`config.mk`:
```
export PLATFORM = sky130hd
export DESIGN_NAME = alu_op_sequencer
export DESIGN_NICKNAME = d
export VERILOG_FILES = /design/src/rtl/alu_op_sequencer.sv
export SDC_FILE = /design/constraint.sdc
export NUM_CORES = 1
export LEC_CHECK = 0
export CORE_ASPECT_RATIO = 0.9
export CORE_UTILIZATION = 35
export CTS_BUF_LIST = sky130_fd_sc_hd__clkbuf_2
export CTS_CLUSTER_SIZE = 40
export DETAILED_ROUTE_END_ITERATION = 6
export SLEW_MARGIN = 0
export SYNTH_ARGS = -nofsm -noshare
export SYNTH_HDL_FRONTEND = slang
export SYNTH_SLANG_ARGS = --single-unit
```
`constraint.sdc`:
```
create_clock -name clk_i -period 3.1 [get_ports clk_i]
set_clock_uncertainty 0.1 [all_clocks]
set_input_delay 0.62 -clock clk_i [delete_from_list [all_inputs] [get_ports clk_i]]
set_output_delay 0.62 -clock clk_i [all_outputs]
set_load 0.1 [all_outputs]
```
`src/rtl/alu_op_sequencer.sv`:
```
// alu_op_sequencer: initiator-side driver for the ALU operand protocol.
// Accepts one operation per request handshake and issues it to the ALU, either
// with both operands together or split into two phases with a gap. It then samples
// the ALU result after a fixed latency and returns it on a response handshake.
// All ALU drive outputs are registered, so they appear one cycle after the state
// that produces them.
// Optional feature: define ALU_SEQ_TIMEOUT_CHK_EN to flag long split gaps on RSP_TIMEOUT.
module alu_op_sequencer #(
  parameter int unsigned DW      = 8,
  parameter int unsigned CW      = 4,
  parameter int unsigned LAT     = 2,
  parameter int unsigned LAT_MUL = 3
) (
  input  logic          clk_i,
  input  logic          rst_ni,
  input  logic          req_valid_i,
  output logic          req_ready_o,
  input  logic [DW-1:0] req_opa_i,
  input  logic [DW-1:0] req_opb_i,
  input  logic [CW-1:0] req_cmd_i,
  input  logic          req_mode_i,
  input  logic          req_cin_i,
  input  logic          req_split_i,
  input  logic [4:0]    req_gap_i,
  output logic [1:0]    inp_valid_o,
  output logic [DW-1:0] opa_o,
  output logic [DW-1:0] opb_o,
  output logic [CW-1:0] cmd_o,
  output logic          mode_o,
  output logic          cin_o,
  output logic          ce_o,
  input  logic [DW+1:0] res_i,
  input  logic          cout_i,
  input  logic          oflow_i,
  input  logic          g_i,
  input  logic          e_i,
  input  logic          l_i,
  input  logic          err_i,
  output logic          rsp_valid_o,
  input  logic          rsp_ready_i,
  output logic [DW+1:0] rsp_res_o,
  output logic [5:0]    rsp_flags_o,
  output logic          rsp_timeout_o
);

  localparam logic [2:0] StIdle    = 3'd0;
  localparam logic [2:0] StIssueAb = 3'd1;
  localparam logic [2:0] StIssueA  = 3'd2;
  localparam logic [2:0] StGap     = 3'd3;
  localparam logic [2:0] StIssueB  = 3'd4;
  localparam logic [2:0] StWait    = 3'd5;
  localparam logic [2:0] StResp    = 3'd6;

  localparam int unsigned CntW = 8;
  localparam int unsigned RW   = DW + 2;

  logic [2:0]      state_q, state_d;
  logic [CntW-1:0] cnt_q, cnt_d;
  logic            ready_q;

  logic [DW-1:0]   cap_opa_q, cap_opb_q;
  logic [CW-1:0]   cap_cmd_q;
  logic            cap_mode_q, cap_cin_q;
  logic [4:0]      cap_gap_q;

  logic [1:0]      iv_q, iv_d;
  logic [DW-1:0]   opa_q, opa_d, opb_q, opb_d;
  logic [CW-1:0]   cmd_q, cmd_d;
  logic            mode_q, mode_d, cin_q, cin_d, ce_q, ce_d;

  logic [DW+1:0]   rsp_res_q, res_smp;
  logic [5:0]      rsp_flags_q, flags_smp;

  logic            accept, is_mul, sample;
  logic [CntW-1:0] wait_load;

  // ready_q is only ever set while the FSM sits in IDLE
  assign accept    = ready_q & req_valid_i;
  assign is_mul    = cap_mode_q & ((cap_cmd_q == CW'(9)) | (cap_cmd_q == CW'(10)));
  assign wait_load = is_mul ? CntW'(LAT_MUL) : CntW'(LAT);
  assign sample    = (state_q == StWait) && (cnt_q == '0);

  // Next-state logic; cnt_q counts gap cycles in GAP and latency cycles in WAIT
  always_comb begin
    state_d = state_q;
    cnt_d   = cnt_q;
    unique case (state_q)
      StIdle:    if (accept) state_d = req_split_i ? StIssueA : StIssueAb;
      StIssueAb: begin
        state_d = StWait;
        cnt_d   = wait_load;
      end
      StIssueA: begin
        if (cap_gap_q == 5'd0) begin
          state_d = StIssueB;
        end else begin
          state_d = StGap;
          cnt_d   = CntW'(cap_gap_q) - CntW'(1);
        end
      end
      StGap: begin
        if (cnt_q == '0) state_d = StIssueB;
        else             cnt_d   = cnt_q - CntW'(1);
      end
      StIssueB: begin
        state_d = StWait;
        cnt_d   = wait_load;
      end
      StWait: begin
        if (cnt_q == '0) state_d = StResp;
        else             cnt_d   = cnt_q - CntW'(1);
      end
      StResp:    if (rsp_ready_i) state_d = StIdle;
      default:   state_d = StIdle;
    endcase
  end

  // ALU drive values for the next cycle; operands/command hold outside the issue states
  always_comb begin
    iv_d   = 2'b00;
    opa_d  = opa_q;
    opb_d  = opb_q;
    cmd_d  = cmd_q;
    mode_d = mode_q;
    cin_d  = cin_q;
    ce_d   = 1'b0;
    unique case (state_q)
      StIssueAb: begin
        iv_d   = 2'b11;
        opa_d  = cap_opa_q;
        opb_d  = cap_opb_q;
        cmd_d  = cap_cmd_q;
        mode_d = cap_mode_q;
        cin_d  = cap_cin_q;
        ce_d   = 1'b1;
      end
      StIssueA: begin
        iv_d   = 2'b01;
        opa_d  = cap_opa_q;
        cmd_d  = cap_cmd_q;
        mode_d = cap_mode_q;
        cin_d  = cap_cin_q;
        ce_d   = 1'b1;
      end
      StGap:    ce_d = 1'b1;
      StIssueB: begin
        iv_d  = 2'b10;
        opb_d = cap_opb_q;
        cmd_d = cap_cmd_q;
        ce_d  = 1'b1;
      end
      // CE drops together with the sample so it is low once RSP_VALID rises
      StWait:   ce_d = (cnt_q != '0);
      default:  ;
    endcase
  end

  // Only a clean logic 1 on an ALU output is taken as 1; z and x read as 0
  always_comb begin
    res_smp = '0;
    for (int unsigned i = 0; i < RW; i++) res_smp[i] = (res_i[i] === 1'b1);
    flags_smp = {(err_i === 1'b1), (l_i === 1'b1), (e_i === 1'b1),
                 (g_i === 1'b1), (oflow_i === 1'b1), (cout_i === 1'b1)};
  end

  // FSM, counter, request capture and ALU drive registers
  always_ff @(posedge clk_i or negedge rst_ni) begin
    if (!rst_ni) begin
      state_q    <= StIdle;
      cnt_q      <= '0;
      ready_q    <= 1'b0;
      cap_opa_q  <= '0;
      cap_opb_q  <= '0;
      cap_cmd_q  <= '0;
      cap_mode_q <= 1'b0;
      cap_cin_q  <= 1'b0;
      cap_gap_q  <= '0;
      iv_q       <= 2'b00;
      opa_q      <= '0;
      opb_q      <= '0;
      cmd_q      <= '0;
      mode_q     <= 1'b0;
      cin_q      <= 1'b0;
      ce_q       <= 1'b0;
    end else begin
      state_q <= state_d;
      cnt_q   <= cnt_d;
      ready_q <= (state_d == StIdle);
      if (accept) begin
        cap_opa_q  <= req_opa_i;
        cap_opb_q  <= req_opb_i;
        cap_cmd_q  <= req_cmd_i;
        cap_mode_q <= req_mode_i;
        cap_cin_q  <= req_cin_i;
        cap_gap_q  <= req_gap_i;
      end
      iv_q   <= iv_d;
      opa_q  <= opa_d;
      opb_q  <= opb_d;
      cmd_q  <= cmd_d;
      mode_q <= mode_d;
      cin_q  <= cin_d;
      ce_q   <= ce_d;
    end
  end

  // Response registers, loaded on the sampling edge and held through RESP
  always_ff @(posedge clk_i or negedge rst_ni) begin
    if (!rst_ni) begin
      rsp_res_q   <= '0;
      rsp_flags_q <= '0;
    end else if (sample) begin
      rsp_res_q   <= res_smp;
      rsp_flags_q <= flags_smp;
    end
  end

`ifdef ALU_SEQ_TIMEOUT_CHK_EN
  logic cap_split_q, rsp_timeout_q;

  // Long-gap flag, registered alongside the result
  always_ff @(posedge clk_i or negedge rst_ni) begin
    if (!rst_ni) begin
      cap_split_q   <= 1'b0;
      rsp_timeout_q <= 1'b0;
    end else begin
      if (accept) cap_split_q <= req_split_i;
      if (sample) rsp_timeout_q <= cap_split_q & (cap_gap_q >= 5'd16);
    end
  end

  assign rsp_timeout_o = rsp_timeout_q;
`else
  assign rsp_timeout_o = 1'b0;
`endif

  assign req_ready_o = ready_q;
  assign inp_valid_o = iv_q;
  assign opa_o       = opa_q;
  assign opb_o       = opb_q;
  assign cmd_o       = cmd_q;
  assign mode_o      = mode_q;
  assign cin_o       = cin_q;
  assign ce_o        = ce_q;
  assign rsp_valid_o = (state_q == StResp);
  assign rsp_res_o   = rsp_res_q;
  assign rsp_flags_o = rsp_flags_q;

endmodule

```
### Word level (Yosys, flattened, before mapping)

Cells that the tools add are included.

* register bits after elaboration: 80
* bits in latches: 0
* memory bits (writable): 0
* memory bits (read-only): 0
* input bits: 48
* output and inout port bits: 44
* word-level logic and storage cells: 75
* memories: 0

* add/sub/neg operators: 2
* $mul: 0
* div/mod/pow operators: 0
* magnitude comparators: 0
* eq/ne operators: 26
* shift-type cells: 0
* muxes and demuxes: 13
* bitwise logic cells: 3
* reduce and logical (&&, ||, !) cells: 13

Operator list (number)
* 8-bit case mux with 3 select lines: 1
* 3-bit case mux with 6 select lines: 1
* 1-bit case equality test, second input constant: 16
* 8-bit 2-to-1 mux: 2
* 3-bit 2-to-1 mux: 5
* 3-bit equality test, second input constant: 3
* 4-bit equality test, second input constant: 2
* 8-bit zero test: 1
* 8-bit nonzero test: 1
* 8-bit by 1-bit subtractor with 8-bit output, second input constant: 1
* 3-bit by 2-bit equality test with 1-bit output, second input constant: 2
* 3-bit zero test: 2
* 2-bit case mux with 3 select lines: 1
* 2-bit OR reduction: 3
* 5-bit by 1-bit subtractor with 6-bit output, second input constant: 1
* 5-bit zero test: 1
* 2-bit inequality test, second input constant: 2
* 4-bit OR reduction: 1
* 3-bit by 1-bit equality test with 1-bit output, second input constant: 1
* 3-bit AND reduction: 1
* 3-bit nonzero test: 1
* 3-bit OR reduction: 1
* 1-bit bitwise AND: 2
* 2-bit 2-to-1 mux: 1
* other kinds (4): 4

### Depth between registers and ports, before layout

Gate-level depths: netlist of the first run.

* depth in word-level cells: 5
* mapped depth: 7
* mapped depth without buffers: 7

### Worst setup path before layout of the first run

OpenSTA, ideal clock, no wires.

* path type: flip-flop to flip-flop
* start point: register ready_q (netlist: req_ready_o)
* end point: register cap_opa_q[0]
* setup time: 0.125 ns
* data arrival time: 1.988 ns
* required time: 2.875 ns
* setup slack: 0.887 ns
* cell stages (with the launch flop): 5
* buffers on the path: 2
* period minus slack after synthesis: 2.213 ns
* path through: dfrtp_1 > nand2_1 > clkbuf_1 > buf_1 > mux2_2

* longest elaborated chain between the ends: 1

RTL lines
* from (decl): RTL line 59 `logic ready_q;`
* from (signal assigned): RTL line 188 `ready_q <= (state_d == StIdle);`
* 1-bit bitwise AND: RTL line 78 `assign accept = ready_q & req_valid_i;`
* to (signal assigned): RTL line 190 `cap_opa_q <= req_opa_i;`
* to (decl): RTL line 61 `logic [DW-1:0] cap_opa_q, cap_opb_q;`

Every way passes these cells.
A chain may end at the register's enable or synchronous reset.

### Final worst setup path of the first run

* start point: register state_q[2]
* end point: output rsp_valid_o

* longest elaborated chain between the ends: 1

RTL lines
* from (decl): RTL line 57 `logic [2:0] state_q, state_d;`
* from (signal assigned): RTL line 169 `state_q <= StIdle;`
* from (signal assigned): RTL line 186 `state_q <= state_d;`
* 3-bit equality test: RTL line 245 `assign rsp_valid_o = (state_q == StResp);`
* to (decl): RTL line 39 `output logic rsp_valid_o,`

Every way passes these cells.

==> results of run 1 <==
-- metrics by stage --
| step | hold WS (ns) | utilization [%] |
|---|---|---|
| 2_1_floorplan | 0.224 | - |
| 3_3_place_gp | 0.381 | 45.5 |
| 3_5_place_dp | 0.388 | 45.5 |
| 4_1_cts | 0.120 | 46.7 |
| 5_1_grt | 0.129 | 46.7 |
| 6_report | 0.107 | 46.7 |
-- how the worst min path moves through the flow --
stage	start	end	cells past startpoint	slack [ns]
floorplan	rst_ni	cap_cin_q$_DFFE_PN0P_	0	0.22
global placement	cap_opb_q[2]$_DFFE_PN0P_	opb_o[2]$_DFFE_PN0P_	1	0.38
detailed placement	cap_opa_q[4]$_DFFE_PN0P_	cap_opa_q[4]$_DFFE_PN0P_	1	0.39
CTS	rst_ni	opa_o[0]$_DFFE_PN0P_	1	0.12
global route	rst_ni	cap_opa_q[0]$_DFFE_PN0P_	1	0.13
finish	rst_ni	opa_o[0]$_DFFE_PN0P_	1	0.11
-- flip-flops by register name, indices dropped and copies added (netlist names) --
register     cells
rsp_flags_o      6
req_ready_o      1
cnt_q            8
cap_mode_q       1
cap_cin_q        1
inp_valid_o      2
cap_opb_q        8
opa_o            8
cap_cmd_q        4
rsp_res_o       10
state_q          3
cap_opa_q        8
cap_gap_q        5
mode_o           1
cin_o            1
cmd_o            4
ce_o             1
opb_o            8
-- cell type report --
type | instances | area, µm²
multi-input combinational | 159 | 1380
tap | 126 | 158
sequential | 80 | 2000
inverter | 7 | 26.3
timing repair buffer | 95 | 828
clock inverter | 7 | 68.8
clock buffer | 9 | 45.0
fill | 917 | 5140
-- cell families (layout without fill, tap and decap cells) --
logic type	after synthesis	in the layout	synth area share (%)
DFF	80	80	57.8
buffers and inverters	17	118	2.28
AOI/OAI and AO/OA	40	40	7.55
adders and majority gates	3	3	1.08
muxes	66	66	22.5
and+or+nand+nor	43	43	7.19
xor gates and xnor gates	6	6	1.52
other	1	1	0.108
-- per-layer routing --
layer,vias to the layer above,track usage (%)
li1,1104,-
met1,1155,18.6
met2,66,20.7
met3,8,6.71
met4,0,4.57
met5,-,0
-- critical path: stages, from the launching register on --
cell	delay [ns]
dfrtp_1	0.65
and2_1	0.27
and2_1	0.15
buf_4	0.29
-- layout by cell type, fill, tap and decap left out, types with 2 or more instances in the layout --
cell type	count
xnor2_1	5
o21a_1	4
nor2_1	11
clkbuf_2	9
nand2_1	7
mux2_4	10
and2b_1	2
and2_1	2
buf_4	49
inv_1	7
mux2_2	55
o22ai_1	3
nor2b_1	2
inv_6	2
nor3_1	7
nor4b_1	2
a31oi_1	2
nor4_1	2
a22o_1	3
dfrtp_1	80
clkdlybuf4s50_1	46
o41ai_1	2
o21ai_0	18
ha_1	3
a21oi_1	2
clkinv_1	2
==> key figures, run 1 <==
Status
  – Status: completed

Critical path
  – Worst R2R Setup Slack: 0.83 ns
  – WP data required: 2.38 ns
  – Arrival @ worst endpoint: 1.87 ns
  – Worst setup SP type: flop
  – CP Capture Type: output port
  – Worst Setup EP: rsp_valid_o
  – Worst Reg-to-Reg Cells: 6
  – Worst Setup SP: state_q[2]$_DFF_PN0_
  – Crit path max fanout: 14
  – Reg2reg start: cnt_q[0]$_DFFE_PN0P_
  – Reg-to-reg endpoint: rsp_res_o[6]$_DFFE_PN0P_
  – Worst setup path class: reg2out

Clocking
  – Clk sinks: 80
  – CTS tree: yes
  – TritonCTS Buffers: 9
  – Post CTS Setup Buffer Count: 0
  – Worst-path clk slew: 0.25 ns
  – Post-CTS Hold Buffers: 0
  – CTS H-tree lvls: 3
  – Cts repair resizes: 0
  – Root Buffer: clkbuf_2
  – Clk Latency, worst-skew pair: 0.52 ns
  – Deepest clock path buffer count: 2

STA
  – Max Slew Vio Count: 0
  – FMAX: 0.386 GHz
  – Final Cycle Share: 83.5%
  – Setup TNS Final: 0 ns
  – RSZ-0062 raised after global routing: false
  – Minimum clock period: 2.59 ns
  – Final setup violation count: 0
  – Slew Limit Headroom: 34.5%
  – Final Hold Vio Count: 0
  – Final WS setup: 0.511 ns
  – Worst Tran Pin Value: 0.983 ns

Yosys
  – Synth cell count leaders: dfrtp_1, mux2_2, o21ai_0
  – Syn_nets: 307
  – Share of the synthesized area in the top cell type: 57.8%
  – Yosys reg bits: 80
  – Most frequent cell after synthesis: dfrtp_1
  – Area contributors post-synth: dfrtp_1, mux2_2, mux2_4, o21ai_0, xnor2_1
  – Post-synthesis sequential area ratio: 57.8%
  – Ys flop type: dfrtp_1
  – EDFF count, synth: 0
  – Synth Warn #: 0
  – Ys async rst share: 100%
  – Synth Cell Area: 3460 µm²
  – Cell taking the most area after synthesis: dfrtp_1
  – Syn avg cell area: 13.5 µm²
  – Netlist cell types: 43
  – Mapped Cells: 256

Drt
  – Vias per cell: 4.83
  – Top routing layer in use: met4
  – WL per Instance: 14.4 µm
  – Iter 0 DRT Violations: 30
  – Detailed Routing Iterations Pass 1: 4
  – DRT Wirelength: 6940 µm
  – Drc violations: 0
  – DR WL met3: 543 µm
  – Vias: 2333
  – Wl on met1: 3140 µm
  – Routed wl met2: 3190 µm
  – Routed Antenna Nets: 0

Floorplan
  – Io pins: 92
  – Core Rows: 34
  – Die area: 10300 µm²
  – Die height: 96.4 µm
  – Die Width: 107 µm
  – Initial core utilization: 35.9%
  – Total core area: 9660 µm²

Hold path
  – Min-delay worst type: in2async

Finish
  – Ant diodes: 0
  – Area grow syn2layout: 30.2%
  – Final instance area: 4510 µm²
  – Layout cells sized above 1: 37.8%
  – Fin nets: 403
  – Non-Filler Instances: 483

Global routing
  – Total Routing Usage GR: 14.2%
  – Initial antenna violation count: 0
  – First-pass GRT wire length: 11200 µm
  – Vias in the first global route: 2274
  – Grt total ovfl: 0
  – Largest net degree at the start of global routing: 81

Placed design
  – GP Congestion: 0.758
  – Detailed Place HPWL: 4800 µm
  – Placed cell area: 4400 µm²
  – Place WS: 0.837 ns
  – Buffers on Ports: 90
  – # placed instances: 467

Run
  – # Max-Cap Violations: 0
Power of run 1 is left out: the tool's default activity adds up to more than one toggle a clock period on the data nets, which glitch-free logic cannot reach.
==> inputs of run 2 (changes only) <==
==> constraint.sdc (replaced) <==
create_clock -name clk_i -period 2.55 [get_ports clk_i]
set_clock_uncertainty 0.1 [all_clocks]
set_input_delay 0.51 -clock clk_i [delete_from_list [all_inputs] [get_ports clk_i]]
set_output_delay 0.51 -clock clk_i [all_outputs]
set_load 0.1 [all_outputs]
==> run 2 against run 1 <==
Against the previous run:
- hold slack better by 0.23 ns
- sequential share of layout area fell by 0.27 points
- die area unchanged
- register-to-register slack got worse by 0.59 ns
- critical path depth unchanged
- utilization grew 0.35 points
- largest cell class unchanged
==> key figures, run 2 (same netlist as run 1, synthesis figures left out) <==
Status
  – Status: completed

STA
  – Worst Tran Pin Value: 0.573 ns (-0.410 ns)
  – Final Hold Vio Count: 0 (unchanged)
  – Setup TNS Final: 0 ns (unchanged)
  – Final Cycle Share: 91.2%
  – Tightest hold margin: 0.339 ns (+0.231 ns)
  – Max Slew Vio Count: 0 (unchanged)
  – Slew Limit Headroom: 61.5% (+27 points)
  – RSZ-0062 raised after global routing: false
  – Minimum clock period: 2.33 ns
  – Final setup violation count: 0 (unchanged)
  – FMAX: 0.430 GHz

Floorplan
  – Total core area: 9660 µm² (unchanged)
  – Die area: 10300 µm² (unchanged)
  – Initial core utilization: 35.9% (unchanged)
  – Io pins: 92 (unchanged)
  – Die Width: 107 µm (unchanged)
  – Die height: 96.4 µm (unchanged)
  – Core Rows: 34 (unchanged)

Drt
  – Drc violations: 0 (unchanged)
  – WL per Instance: 14.3 µm (-0.72%)
  – Vias: 2345 (+0.51%)
  – Detailed Routing Iterations Pass 1: 6 (+2)
  – DRT Wirelength: 6930 µm (-0.10%)
  – Routed Antenna Nets: 0 (unchanged)
  – Vias per cell: 4.83 (-0.11%)
  – Iter 0 DRT Violations: 86 (+190%)

Hold path
  – Min-delay worst type: in2async

Finish
  – Most frequent cells in the layout: dfrtp_1, mux2_2, buf_4
  – Non-Filler Instances: 486 (+0.62%)
  – Layout cells sized above 1: 38.9% (+1.1 points)
  – Ant diodes: 0 (unchanged)
  – Commonest non-fill, non-tap cell in the layout: dfrtp_1
  – Utilization after layout: 47.1% (+0.35 points)
  – Max reg flops: 10 (unchanged)
  – Area grow syn2layout: 31.2%
  – Fin nets: 406 (+0.74%)

Critical path
  – Arrival @ worst endpoint: 1.72 ns (-0.15 ns)
  – Worst setup SP type: flop
  – WP data required: 1.94 ns (-0.44 ns)
  – Worst setup path class: reg2out
  – Crit path max fanout: 14 (unchanged)
  – CP Capture Type: output port

Placed design
  – GP Congestion: 0.821 (+8.4%)
  – Buffers on Ports: 90 (unchanged)
  – # placed instances: 469 (+0.43%)
  – Detailed Place HPWL: 4880 µm (+1.5%)

Clocking
  – Root Buffer: clkbuf_2
  – Clk sinks: 80 (unchanged)
  – CTS H-tree lvls: 3 (unchanged)
  – Deepest clock path buffer count: 2 (unchanged)
  – CTS tree: yes
  – Post CTS Setup Buffer Count: 0 (unchanged)
  – Clk Latency, worst-skew pair: 0.52 ns (about the same)
  – Worst-path clk slew: 0.22 ns (-0.03 ns)
  – TritonCTS Buffers: 9 (unchanged)

Global routing
  – Grt total ovfl: 0 (unchanged)
  – First-pass GRT wire length: 11400 µm (+1.6%)
  – Initial antenna violation count: 0 (unchanged)
  – Vias in the first global route: 2378 (+4.6%)
  – Total Routing Usage GR: 14.5% (+0.26 points)
  – Largest net degree at the start of global routing: 47 (-42%)

Run
  – # Max-Cap Violations: 0 (unchanged)
[run 2: cell count changes in the layout (fill, tap and decap cells not counted), sizes merged]
| cell | previous run | this run |
|---|---|---|
| buf | 49 | 51 |
| bufinv | 1 | 0 |
| clkbuf | 9 | 10 |
| clkinvlp | 0 | 1 |
| dlygate4sd3 | 0 | 1 |
| inv | 9 | 8 |
[run 2: area by class of cell]
type	count	area, µm²
multi-input cells	159	1380
clock buffers	10	50.0
fillers	893	5110
repair buffers	98	878
clock inverters	6	45.0
well taps	126	158
flip-flops and latches	80	2000
inverters	7	26.3
[run 2: timing repair]
| item | 4_1_cts | 5_1_grt |
|---|---|---|
| resized for setup | 0 | 2 |
| endpoints found under the setup margin | 0 | 1 |
| hold buffers | 1 | 0 |
| endpoints found under the hold margin | 34 | 0 |
[run 2: path summary, 6_finish.rpt]
kind	start	end	slack, ns	cells after the start
worst max-delay path	state_q[2]$_DFF_PN0_	rsp_valid_o	0.22	3
worst min-delay path	rst_ni	opa_o[1]$_DFFE_PN0P_	0.34	2
worst max register to register	cnt_q[0]$_DFFE_PN0P_	rsp_res_o[1]$_DFFE_PN0P_	0.24	6
worst min register to register	cap_opa_q[3]$_DFFE_PN0P_	opa_o[3]$_DFFE_PN0P_	0.42	1
max in group asynchronous	rst_ni	mode_o$_DFFE_PN0P_	1.42	3
min in group clk_i	cap_opa_q[3]$_DFFE_PN0P_	opa_o[3]$_DFFE_PN0P_	0.42	1
[run 2: per-layer routing]
layer | GRT usage, % | share of wire, % | vias to the layer above
met5 | 0 | 0 | -
met4 | 5.48 | 1.6 | 0
met3 | 5.90 | 7.7 | 14
met2 | 22.4 | 46 | 71
met1 | 18.2 | 45 | 1144
li1 | - | - | 1116
[run 2: critical path, cell delays in order (launching register included)]
cell,delay (ns)
dfrtp_2,0.54
and2_1,0.25
and2_1,0.23
buf_12,0.19
[run 2: metrics by stage]
| step | instance area [µm²] | worst slack [ns] |
|---|---|---|
| finish | 4550 | 0.224 |
| global route | 4550 | 0.0910 |
| CTS | 4540 | 0.0845 |
| detailed placement | 4440 | 0.279 |
| global placement | 4440 | 0.337 |
| floorplan | 3460 | 0.337 |
Power of run 2 is left out for the same reason.
==> inputs of run 3 (changes only) <==
--- a/config.mk
+++ b/config.mk
@@ -5,7 +5,6 @@
 export SDC_FILE = /design/constraint.sdc
 export NUM_CORES = 1
 export LEC_CHECK = 0
-export CORE_ASPECT_RATIO = 0.9
 export CORE_UTILIZATION = 35
 export CTS_BUF_LIST = sky130_fd_sc_hd__clkbuf_2
 export CTS_CLUSTER_SIZE = 40
==> run 3 against run 2 <==
Against the previous run:
- first-iteration DRC count down 31%
- final area up 0.47%
- fmax shrank 2.8%
- utilization rose by 1.4 points
- worst setup slack got worse by 0.067 ns
- critical path type unchanged
==> key figures, run 3 (same netlist as run 1, synthesis figures left out) <==
Critical path
  – Arrival @ worst endpoint: 1.78 ns (+0.06 ns)
  – Worst Setup SP: state_q[1]$_DFF_PN0_
  – WP data required: 1.94 ns (about the same)
  – Reg2reg start: cnt_q[0]$_DFFE_PN0P_
  – Worst setup SP type: flop
  – Worst setup path class: reg2out
  – CP max stage delay: 0.61 ns (+0.07 ns)
  – CP max stage cell: dfrtp_1
  – Crit-path cells: and2_1 > and2_1 > buf_12
  – CP Capture Type: output port
  – Crit path max fanout: 11 (-3)
  – Critical path's most frequent cell: and2_1

Finish
  – Max reg flops: 10 (unchanged)
  – Fin nets: 406 (unchanged)
  – Ant diodes: 0 (unchanged)
  – Layout cells sized above 1: 38.1% (-0.83 points)
  – Most frequent cells in the layout: dfrtp_1, mux2_2, buf_4
  – Commonest non-fill, non-tap cell in the layout: dfrtp_1
  – Area grow syn2layout: 31.8%

Clocking
  – CTS tree: yes
  – Post CTS Setup Buffer Count: 0 (unchanged)
  – Clk Latency, worst-skew pair: 0.50 ns (-0.02 ns)
  – Deepest clock path buffer count: 2 (unchanged)
  – TritonCTS Buffers: 9 (unchanged)
  – Clk sinks: 80 (unchanged)
  – Root Buffer: clkbuf_2
  – CTS H-tree lvls: 3 (unchanged)
  – Worst-path clk slew: 0.24 ns (+0.02 ns)

Global routing
  – First-pass GRT wire length: 11300 µm (-0.79%)
  – Vias in the first global route: 2363 (-0.63%)
  – Initial antenna violation count: 0 (unchanged)
  – Grt total ovfl: 0 (unchanged)
  – Largest net degree at the start of global routing: 35 (-26%)
  – Total Routing Usage GR: 14.3% (-0.16 points)

Drt
  – Routed Antenna Nets: 0 (unchanged)
  – Detailed Routing Iterations Pass 1: 4 (-2)
  – WL per Instance: 14.3 µm (about the same)
  – DRT Wirelength: 6970 µm (+0.65%)
  – Vias per cell: 4.80 (-0.49%)
  – Vias: 2348 (+0.13%)
  – Drc violations: 0 (unchanged)
  – Iter 0 DRT Violations: 59 (-31%)

STA
  – Minimum clock period: 2.39 ns (+0.0675 ns)
  – Slew Limit Headroom: 58.8% (-2.7 points)
  – Max Slew Vio Count: 0 (unchanged)
  – Final Cycle Share: 93.9% (+2.6 points)
  – Final setup violation count: 0 (unchanged)
  – Worst Tran Pin Value: 0.609 ns (+0.0364 ns)
  – Setup TNS Final: 0 ns (unchanged)
  – FMAX: 0.418 GHz (-2.8%)
  – RSZ-0062 raised after global routing: false
  – Tightest hold margin: 0.303 ns (-0.0353 ns)
  – Final Hold Vio Count: 0 (unchanged)

Floorplan
  – Io pins: 92 (unchanged)
  – Die area: 10300 µm² (about the same)
  – Die height: 101 µm (+5.3%)
  – Core Rows: 35 (+2.9%)
  – Total core area: 9420 µm² (-2.5%)
  – Initial core utilization: 36.8% (+0.92 points)
  – Die Width: 101 µm (-5.0%)

Status
  – Status: completed

Placed design
  – GP Congestion: 0.796 (-3.1%)
  – Detailed Place HPWL: 4890 µm (+0.21%)
  – Buffers on Ports: 90 (unchanged)

Run
  – # Max-Cap Violations: 0 (unchanged)

Hold path
  – Min-delay worst type: in2async
==> run 3: changes by cell type in the layout (fill, tap and decap cells not counted), sizes merged <==
| cell | change |
|---|---|
| clkbuf | -1 |
| clkinv | -1 |
| clkinvlp | +1 |
| bufinv | +1 |
==> run 3: cell type report <==
cell class              instances  area, µm²
repair buffers                 98        878
clock buffers                   9       45.0
flip-flops and latches         80       2000
multi-input cells             159       1380
well taps                     129        161
inverters                       7       26.3
fillers                       887       4850
clock inverters                 7       70.1
==> run 3: repair_timing <==
item / CTS / global route
endpoints found under the hold margin: 24 / 0
hold buffers: 1 / 0
gates resized for setup: 0 / 0
==> run 3: path summary, 6_finish.rpt <==
kind | depth (start not counted) | to | slack, ns
setup / recovery | 3 | rsp_valid_o | 0.16
hold / removal | 2 | ce_o$_DFF_PN0_ | 0.30
setup reg to reg | 6 | rsp_res_o[6]$_DFFE_PN0P_ | 0.32
hold reg to reg | 1 | cap_opa_q[4]$_DFFE_PN0P_ | 0.43
max in group asynchronous | 3 | state_q[2]$_DFF_PN0_ | 1.39
min in group clk_i | 1 | cap_opa_q[4]$_DFFE_PN0P_ | 0.43
==> run 3: worst max-delay path: cells and delay by family (launching register included) <==
kind,cells,cell delay [ns]
buf+inv,1,0.19
simple gates,2,0.47
flops,1,0.61
==> run 3: layer usage <==
metal	global-route usage [%]	wire length [µm]	vias up
met5	0	0	-
met4	3.01	38	0
met3	5.45	416	5
met2	23.5	3400	61
met1	18.0	3120	1177
li1	-	-	1105
==> run 3: per-stage QoR <==
stage	instances	setup slack (ns)	util, %	cell area, µm²
CTS	489	0.116	48.5	4570
detailed placement	472	0.291	47.2	4440
global route	489	0.00197	48.5	4570
finish	489	0.156	48.5	4570
global placement	472	0.341	47.2	4440
floorplan	256	0.337	-	3460
Power of run 3 is left out for the same reason.
